--- config.mk ---
export PLATFORM = sky130hd
export DESIGN_NAME = gmii_rx_frame
export DESIGN_NICKNAME = d
export VERILOG_FILES = /design/src/rtl/gmii_rx_frame.sv
export SDC_FILE = /design/constraint.sdc
export NUM_CORES = 1
export LEC_CHECK = 0
export ABC_CLOCK_PERIOD_IN_PS = 3000
export CAP_MARGIN = 15
export CORE_AREA = 5 5 119 121
export DETAILED_ROUTE_END_ITERATION = 12
export DIE_AREA = 0 0 124 126
export GPL_ROUTABILITY_DRIVEN = 0
export PLACE_DENSITY_LB_ADDON = 0.1
export SKIP_CTS_REPAIR_TIMING = 1
export SLEW_MARGIN = 20
export SYNTH_ARGS = -nofsm -noshare
export SYNTH_HDL_FRONTEND = slang
export SYNTH_SLANG_ARGS = --single-unit
export TNS_END_PERCENT = 50
--- constraint.sdc ---
create_clock -name clk_125m -period 3 [get_ports clk_125m]
set_input_delay 0.6 -clock clk_125m [delete_from_list [all_inputs] [get_ports clk_125m]]
set_output_delay 0.6 -clock clk_125m [all_outputs]
set_load 0.05 [all_outputs]
--- src/rtl/gmii_rx_frame.sv ---
// GMII receive deframer: strips preamble/SFD and FCS, checks CRC-32, and streams
// payload bytes with sop/eop/err markers plus saturating good/bad frame counters.
module gmii_rx_frame #(
  parameter int MIN_FRAME = 64,
  parameter int MAX_FRAME = 1518,
  parameter int CNT_W     = 16
) (
  input  logic             clk_125m,
  input  logic             rst,
  input  logic [7:0]       rxd,
  input  logic             rx_dv,
  input  logic             rx_er,
  output logic [7:0]       out_data,
  output logic             out_valid,
  output logic             out_sop,
  output logic             out_eop,
  output logic             out_err,
  output logic [10:0]      rx_len,
  output logic [CNT_W-1:0] frame_cnt,
  output logic [CNT_W-1:0] err_cnt,
  output logic [1:0]       dbg_state
);

  // Output stream: out_valid qualifies out_data (and sop/eop/err) for exactly one
  // cycle per byte. There is no ready; the consumer must take every byte offered.

  typedef enum logic [1:0] {
    IDLE     = 2'd0,
    PREAMBLE = 2'd1,
    DATA     = 2'd2,
    DROP     = 2'd3
  } state_t;

  localparam logic [10:0]      GIANT_LEN = 11'(MAX_FRAME + 1);
  localparam logic [10:0]      MIN_LEN   = 11'(MIN_FRAME);
  localparam logic [10:0]      FIRST_OUT = 11'd5;
  localparam logic [31:0]      RESIDUE   = 32'hC704DD7B;
  localparam logic [CNT_W-1:0] CNT_ONE   = {{(CNT_W-1){1'b0}}, 1'b1};

  function automatic logic [31:0] crc_byte(input logic [31:0] c, input logic [7:0] d);
    logic [31:0] r;
    r = c;
    for (int i = 0; i < 8; i++) begin
      if (r[0] ^ d[i]) r = (r >> 1) ^ 32'hEDB88320;
      else             r = r >> 1;
    end
    return r;
  endfunction

  function automatic logic [31:0] bit_rev(input logic [31:0] c);
    logic [31:0] r;
    for (int i = 0; i < 32; i++) r[i] = c[31-i];
    return r;
  endfunction

  state_t          state, state_n;
  logic            armed, armed_n;
  logic [31:0]     crc, crc_n;
  logic [10:0]     len, len_n;
  logic            sticky, sticky_n;
  logic [4:0][7:0] sr, sr_n;
  logic [7:0]      data_n;
  logic            valid_n, sop_n, eop_n, err_n;
  logic [10:0]     rx_len_n;
  logic            frame_inc, err_inc;

  assign dbg_state = state;

  always_comb begin
    state_n   = state;
    armed_n   = armed;
    crc_n     = crc;
    len_n     = len;
    sticky_n  = sticky;
    sr_n      = sr;
    data_n    = out_data;
    valid_n   = 1'b0;
    sop_n     = 1'b0;
    eop_n     = 1'b0;
    err_n     = 1'b0;
    rx_len_n  = rx_len;
    frame_inc = 1'b0;
    err_inc   = 1'b0;
    case (state)
      IDLE: begin
        // Only lock on after a gap has been seen, so a partial frame is never taken.
        if (!rx_dv)                       armed_n = 1'b1;
        else if (armed && rxd == 8'h55)   state_n = PREAMBLE;
        else                              armed_n = 1'b0;
      end
      PREAMBLE: begin
        if (!rx_dv || rx_er) begin
          state_n = DROP;
        end else if (rxd == 8'hD5) begin
          state_n  = DATA;
          crc_n    = '1;
          len_n    = '0;
          sticky_n = 1'b0;
        end else if (rxd != 8'h55) begin
          state_n = DROP;
        end
      end
      DATA: begin
        if (rx_dv) begin
          sr_n  = {sr[3:0], rxd};
          crc_n = crc_byte(crc, rxd);
          len_n = len + 11'd1;
          if (rx_er) sticky_n = 1'b1;
          // The byte leaving the delay line is payload once four bytes sit behind it.
          if (len >= FIRST_OUT) begin
            valid_n = 1'b1;
            data_n  = sr[4];
            sop_n   = (len == FIRST_OUT);
          end
          if (len_n == GIANT_LEN) begin
            eop_n    = 1'b1;
            err_n    = 1'b1;
            rx_len_n = len_n;
            err_inc  = 1'b1;
            state_n  = DROP;
          end
        end else begin
          state_n = IDLE;
          armed_n = 1'b1;
          crc_n   = '1;
          if (len >= FIRST_OUT) begin
            valid_n  = 1'b1;
            data_n   = sr[4];
            sop_n    = (len == FIRST_OUT);
            eop_n    = 1'b1;
            err_n    = (bit_rev(crc) != RESIDUE) || sticky || (len < MIN_LEN);
            rx_len_n = len;
            if (err_n) err_inc   = 1'b1;
            else       frame_inc = 1'b1;
          end else begin
            err_inc = 1'b1;
          end
        end
      end
      DROP: begin
        if (!rx_dv) begin
          state_n = IDLE;
          armed_n = 1'b1;
        end
      end
      default: state_n = IDLE;
    endcase
  end

  always_ff @(posedge clk_125m) begin
    if (rst) begin
      state     <= IDLE;
      armed     <= 1'b0;
      crc       <= '1;
      len       <= '0;
      sticky    <= 1'b0;
      sr        <= '0;
      out_data  <= '0;
      out_valid <= 1'b0;
      out_sop   <= 1'b0;
      out_eop   <= 1'b0;
      out_err   <= 1'b0;
      rx_len    <= '0;
      frame_cnt <= '0;
      err_cnt   <= '0;
    end else begin
      state     <= state_n;
      armed     <= armed_n;
      crc       <= crc_n;
      len       <= len_n;
      sticky    <= sticky_n;
      sr        <= sr_n;
      out_data  <= data_n;
      out_valid <= valid_n;
      out_sop   <= sop_n;
      out_eop   <= eop_n;
      out_err   <= err_n;
      rx_len    <= rx_len_n;
      if (frame_inc && frame_cnt != '1) frame_cnt <= frame_cnt + CNT_ONE;
      if (err_inc && err_cnt != '1)     err_cnt   <= err_cnt + CNT_ONE;
    end
  end

endmodule

==> impl_metrics.ini, run 1 <==
[layout]
nFillCells = 1131
area_growth_pct = 22.2
nNetsFinal = 866
drive_gt1_share_pct = 11.4
num_antenna_cells = 0
fin_util_pct = 63.6

[clock_tree]
cts_sinks = 142
cts_buffers = 17
cts.reportedPaths.clkPinSlew_ns = 0.06
cts_tree = yes
clock_path_buffers = 2
clk_latency_ns = 0.42
cts_max_level = 4
root_buffer = clkbuf_16

[sta]
maxSlewHeadroom_pct = 42.0
finalSetupViolations = 0
maxSlewViolCount = 0
max_freq_ghz = 0.391
finalHoldViolCount = 0
fin_ws_ns = 0.444
fin_crit_ns = 2.56
worst_slew_pin_slew_ns = 0.870
fin_skew_ns = 0.00706
period_share_pct = 85.2
finalSetupTns_ns = 0
rsz0062_at_grt = no

[logic_synthesis]
synth_top_area_cell = dfxtp_1
synthArstFlopShare_pct = 0
yosysUniqueCellTypes = 66
synth_flop_cell = dfxtp_1
synth_seq_cells = 142
synthTopCellsByArea = dfxtp_1 42%, xnor2_1 7.1%, nand2_1 6.1%
yosysSeqAreaShare_pct = 42.1
synth_nets = 796
avgSynthCellArea_um2 = 8.67
ys_warn_count = 0
syn_area_um2 = 6750
synth_edf_count = 0
synth_cells = 779
yosys.area.top_type_share_pct = 42.1

[critical_path]
cp.arrival_ns = 2.86
endpoint_kind = flip-flop
cp_max_fo = 13
cp-start-kind = flip-flop
cp.required_ns = 3.31
worst-r2r-setup-slack_ns = 0.44
path_class = reg2reg

[route]
vias = 5725
post_drt_via_cell_ratio = 5.52
wl_mm = 15.8
ant_nets = 0
drc = 0
wire_per_inst_um = 15.2
first_pass_iters = 5
drt-initial-drc-count = 367

[global_route]
track_usage_pct = 20.9
grt_overflow_total = 0
grt_pass1_vias = 5577
antenna_found_initial = 0
grt_pass1_wl_mm = 26.7
grt_max_degree = 95

[floorplan]
core_um2 = 13000
die_h_um = 126
start_util_pct = 52.0
die_area_um2 = 15600
num_io_pins = 69
fp.dieW_um = 124
rows = 42

[flow_run]
drv_cap = 0

[power]
leakage_nw = 2.94
peakVddDrop_mv = 0.288
p_per_area_nw_per_um2 = 507
finalPower_w = 0.00419

[hold_path]
min_path_type = reg2reg

[placement]
place_hpwl_mm = 11.0
place_ws_ns = 0.207
numPortBuffers = 68

[outcome]
outcome = completed
[metal layers]
layer	vias up	share of wire [%]	global-route usage [%]
met4	0	2.2	8.63
met3	33	5.2	4.30
li1	2844	-	-
met5	-	0	0
met2	171	48	33.9
met1	2677	45	27.1
[path summary, 6_finish.rpt]
path                                          start                       to  depth (start not counted)
worst max-delay path            len[0]$_SDFFE_PP0P_  err_cnt[3]$_SDFFE_PP0P_                          8
worst min-delay path            sr[13]$_SDFFE_PP0P_      sr[21]$_SDFFE_PP0P_                          2
worst max register to register  len[0]$_SDFFE_PP0P_  err_cnt[3]$_SDFFE_PP0P_                          8
worst min register to register  sr[13]$_SDFFE_PP0P_      sr[21]$_SDFFE_PP0P_                          2
[cells in the final DEF (no fill, tap or decap), types with 22 or more instances in the layout]
| cell type | instances |
|---|---|
| nand2b_1 | 29 |
| buf_4 | 30 |
| dfxtp_1 | 142 |
| xnor2_1 | 55 |
| o22ai_1 | 23 |
| a21oi_1 | 74 |
| clkdlybuf4s50_1 | 67 |
| nor2_1 | 68 |
| nand2_1 | 108 |
| nand4_1 | 22 |
[logic make-up (layout without fill, tap and decap cells)]
| group | after synthesis | count (layout) | synth area share, % |
|---|---|---|---|
| AND/OR/NAND/NOR | 318 | 318 | 23.6 |
| AO/OA/AOI/OAI | 155 | 155 | 14.3 |
| flip-flops | 142 | 142 | 42.1 |
| XOR/XNOR | 88 | 88 | 13.2 |
| buffers and inverters | 55 | 137 | 3.35 |
| multiplexers | 16 | 16 | 2.48 |
| adder cells (fa/ha/maj) | 5 | 5 | 0.926 |
[critical path: stages (launching register included)]
cell       delay [ns]
dfxtp_1          0.59
ha_1             0.37
xnor2_1          0.11
nor4_2           0.29
o2111ai_2        0.29
a21oi_2          0.22
buf_4            0.18
nand4_1          0.11
mux2_2           0.28
[area by class of cell]
class	instances	area [um2]	share of cell area, %
multi-input cells	582	3690	44.7
flip-flops and latches	142	2840	34.4
inverters	8	30.0	0.364
clock buffers	17	425	5.15
repair buffers	98	916	11.1
clock inverters	14	133	1.61
well taps	176	220	2.67
[power by group]
part / total [W] / switching (W) / internal [W] / leakage [nW]
Sequential: 0.00189 / 0.000000402 / 0.00189 / 1.14
Clock: 0.00200 / 0.000852 / 0.00115 / 0.273
Combinational: 0.000297 / 0.000150 / 0.000147 / 1.52
[registers in the layout, indices dropped and copies added (netlist names)]
name and cells:
err_cnt 16, sr 40, rx_len 11, out_sop 1
out_err 1, out_data 8, out_valid 1, dbg_state 2
crc 32, sticky 1, out_eop 1, armed 1
len 11, frame_cnt 16
[through the flow]
| step | cells | hold slack (ns) | area (um2) |
|---|---|---|---|
| after floorplan | 779 | 0.432 | 6750 |
| after global placement | 1006 | 0.441 | 7690 |
| after detailed placement | 1006 | 0.443 | 7690 |
| after CTS | 1037 | 0.451 | 8250 |
| after global routing | 1037 | 0.466 | 8250 |
| final | 1037 | 0.450 | 8250 |
[synth_stat cells, types with 2 or more instances]
library cell and n:
buf_2 9, nand4_1 22, o22ai_1 23, or3_1 5
buf_4 2, clkbuf_1 33, a31o_2 5, or2_1 2
nand4b_1 3, mux2_2 5, xor2_1 21, and4_1 6
nand2b_1 29, a311oi_1 5, buf_1 2, a31oi_1 9
or4_1 4, nor2b_1 11, nand2_1 109, nor3_1 3
xnor2_4 2, xnor2_2 8, and2_1 9, inv_1 8
dfxtp_1 142, mux2i_1 10, nor4bb_1 4, o211a_1 2
or2_2 4, and4b_1 3, nand3_1 15, and3_1 13
nor4_1 5, a22oi_1 3, nor2_1 68, o21ai_0 13
ha_1 5, xnor2_1 55, a21oi_1 74, a211o_1 2
Note: power is estimated with default switching activity, not from simulation.
==> run 2, diff against run 1 <==
- GPL_TIMING_DRIVEN: unset -> 0
- PLACE_DENSITY: unset -> 0.78
- PLACE_DENSITY_LB_ADDON: 0.1 -> unset
==> run 2 against run 1 <==
Effect of this change:
- die area unchanged
- register-to-register slack got worse by 0.24 ns
- non-clock buffer count increased by 16
- fmax decreased by 8.5%
- count of clock-buffer cells in the layout increased by 6
- worst hold slack about the same
- sequential power about the same
- wire length increased by 6.7%
- critical path depth decreased by 1
- cell count increased by 1.4%
- sequential cell count unchanged
==> impl_metrics.ini, run 2 (synthesis gave the netlist of run 1 again) <==
[outcome]
outcome = completed

[critical_path]
cp-start-kind = flip-flop
cp.required_ns = 3.28
cp_max_fo = 10
cp.arrival_ns = 3.08
crit_path_top_delay_cell = nor4_1
path_class = reg2reg
path_cells = buf_2, nor3b_2, o31ai_1, nor4_1, nand4_1, xor2_1, nor2_1
endpoint_kind = flip-flop
cpPeakStageDelay_ns = 0.77

[clock_tree]
clock_path_buffers = 2
cts_max_level = 4
clk_latency_ns = 0.41
cts_tree = yes
cts_sinks = 142
root_buffer = clkbuf_16
cts_buffers = 17
cts.reportedPaths.clkPinSlew_ns = 0.06

[layout]
regMostFlops = sr
num_antenna_cells = 0
layout_commonest_cell = dfxtp_1
nNetsFinal = 882
regArea_um2 = 2840
drive_gt1_share_pct = 8.79
stdcell_count = 1052
mostFrequentLayoutCells = 142 x dfxtp_1, 109 x nand2_1, 74 x a21oi_1
multi_input_area_um2 = 3690
top_regs = sr (40), crc (32)
area_growth_pct = 21.5
nFillCells = 1123
largest_reg_flops = 40

[sta]
finalSetupViolations = 0
whs_ns = 0.450
rsz0062_at_grt = no
fin_crit_ns = 2.79
fin_skew_ns = 0.00551
max_freq_ghz = 0.358
worst_slew_pin_slew_ns = 0.950
fin_ws_ns = 0.206
maxSlewHeadroom_pct = 36.1
maxSlewViolCount = 0
finalHoldViolCount = 0
period_share_pct = 93.1

[floorplan]
fp.dieW_um = 124
rows = 42
core_um2 = 13000
die_h_um = 126
die_area_um2 = 15600
start_util_pct = 52.0
num_io_pins = 69

[route]
wire_per_inst_um = 16.0
post_drt_via_cell_ratio = 5.62
ant_nets = 0
first_pass_iters = 6
wl_mm = 16.8
vias = 5915
drt-initial-drc-count = 838
drc = 0

[power]
pwr-share-seq_pct = 45.7
p_int_w = 0.00323
p_per_area_nw_per_um2 = 503
peakVddDrop_mv = 0.528
leakage_nw = 2.89
finalPower_w = 0.00413
power_frac_comb_pct = 7.0
pwr-share-clk_pct = 47.3
switching_share_pct = 21.8
p_sw_w = 0.000899

[global_route]
antenna_found_initial = 0
track_usage_pct = 22.4
grt_overflow_total = 0
grt_max_degree = 17
grt_pass1_vias = 5686
grt_pass1_wl_mm = 28.0

[placement]
dp.cells = 1022
place_hpwl_mm = 12.0
place_ws_ns = -0.475
numPortBuffers = 67

[hold_path]
min_path_type = reg2reg

[flow_run]
drv_cap = 0
run 2: cell types whose count changed in the layout (fill, tap and decap cells not counted), moves of 2 or more:
cell      delta
buf_1        +2
buf_2        +9
buf_4       -28
clkbuf_1    +34
clkbuf_2     +2
clkbuf_8     +4
clkinv_2     +2
inv_6        -7
run 2: per-layer routing:
| layer | GRT usage [%] | up-vias | share of wire, % |
|---|---|---|---|
| met5 | 0 | - | 0 |
| met4 | 7.28 | 0 | 1.9 |
| met3 | 5.78 | 29 | 6.6 |
| met2 | 35.6 | 197 | 47 |
| met1 | 29.7 | 2806 | 44 |
| li1 | - | 2883 | - |
run 2: worst max-delay path, delay by kind of cell (launching register included):
kind	cells	cell delay, ns
compound gates	1	0.23
flops	1	0.36
simple gates	4	1.64
xor+xnor	1	0.18
buf+inv	1	0.24
run 2: cell type report:
class                   count  area share (%)
multi-input cells         582            45.0
inverters                   8           0.366
clock buffers              23            5.95
repair buffers             67            8.17
plain buffers              47            2.41
clock inverters             7           0.762
well taps                 176            2.68
flip-flops and latches    142            34.6
run 2: through the flow:
step	setup TNS [ns]	util, %	instance area [um2]
2_1_floorplan	0	-	6750
4_1_cts	-0.222	63.1	8190
3_5_place_dp	-9.51	58.9	7640
5_1_grt	0	63.2	8210
6_report	0	63.2	8210
3_3_place_gp	-8.82	58.9	7640
run 2: final timing paths:
check / startpoint / endpoint / slack (ns) / cells after the start
hold / removal: sr[15]$_SDFFE_PP0P_ / sr[23]$_SDFFE_PP0P_ / 0.45 / 2
setup reg to reg: dbg_state[1]$_SDFFE_PP0P_ / frame_cnt[10]$_SDFFE_PP0P_ / 0.21 / 7
setup / recovery: dbg_state[1]$_SDFFE_PP0P_ / frame_cnt[10]$_SDFFE_PP0P_ / 0.21 / 7
hold reg to reg: sr[15]$_SDFFE_PP0P_ / sr[23]$_SDFFE_PP0P_ / 0.45 / 2
run 2: power groups by stage:
stage / Combinational (W) / Clock (W) / Sequential [W]
after floorplan: 0.000215 / 0 / 0.00193
after global placement: 0.000282 / 0 / 0.00193
after detailed placement: 0.000282 / 0 / 0.00193
after CTS: 0.000286 / 0.00198 / 0.00189
after global routing: 0.000307 / 0.00208 / 0.00189
final: 0.000287 / 0.00195 / 0.00189
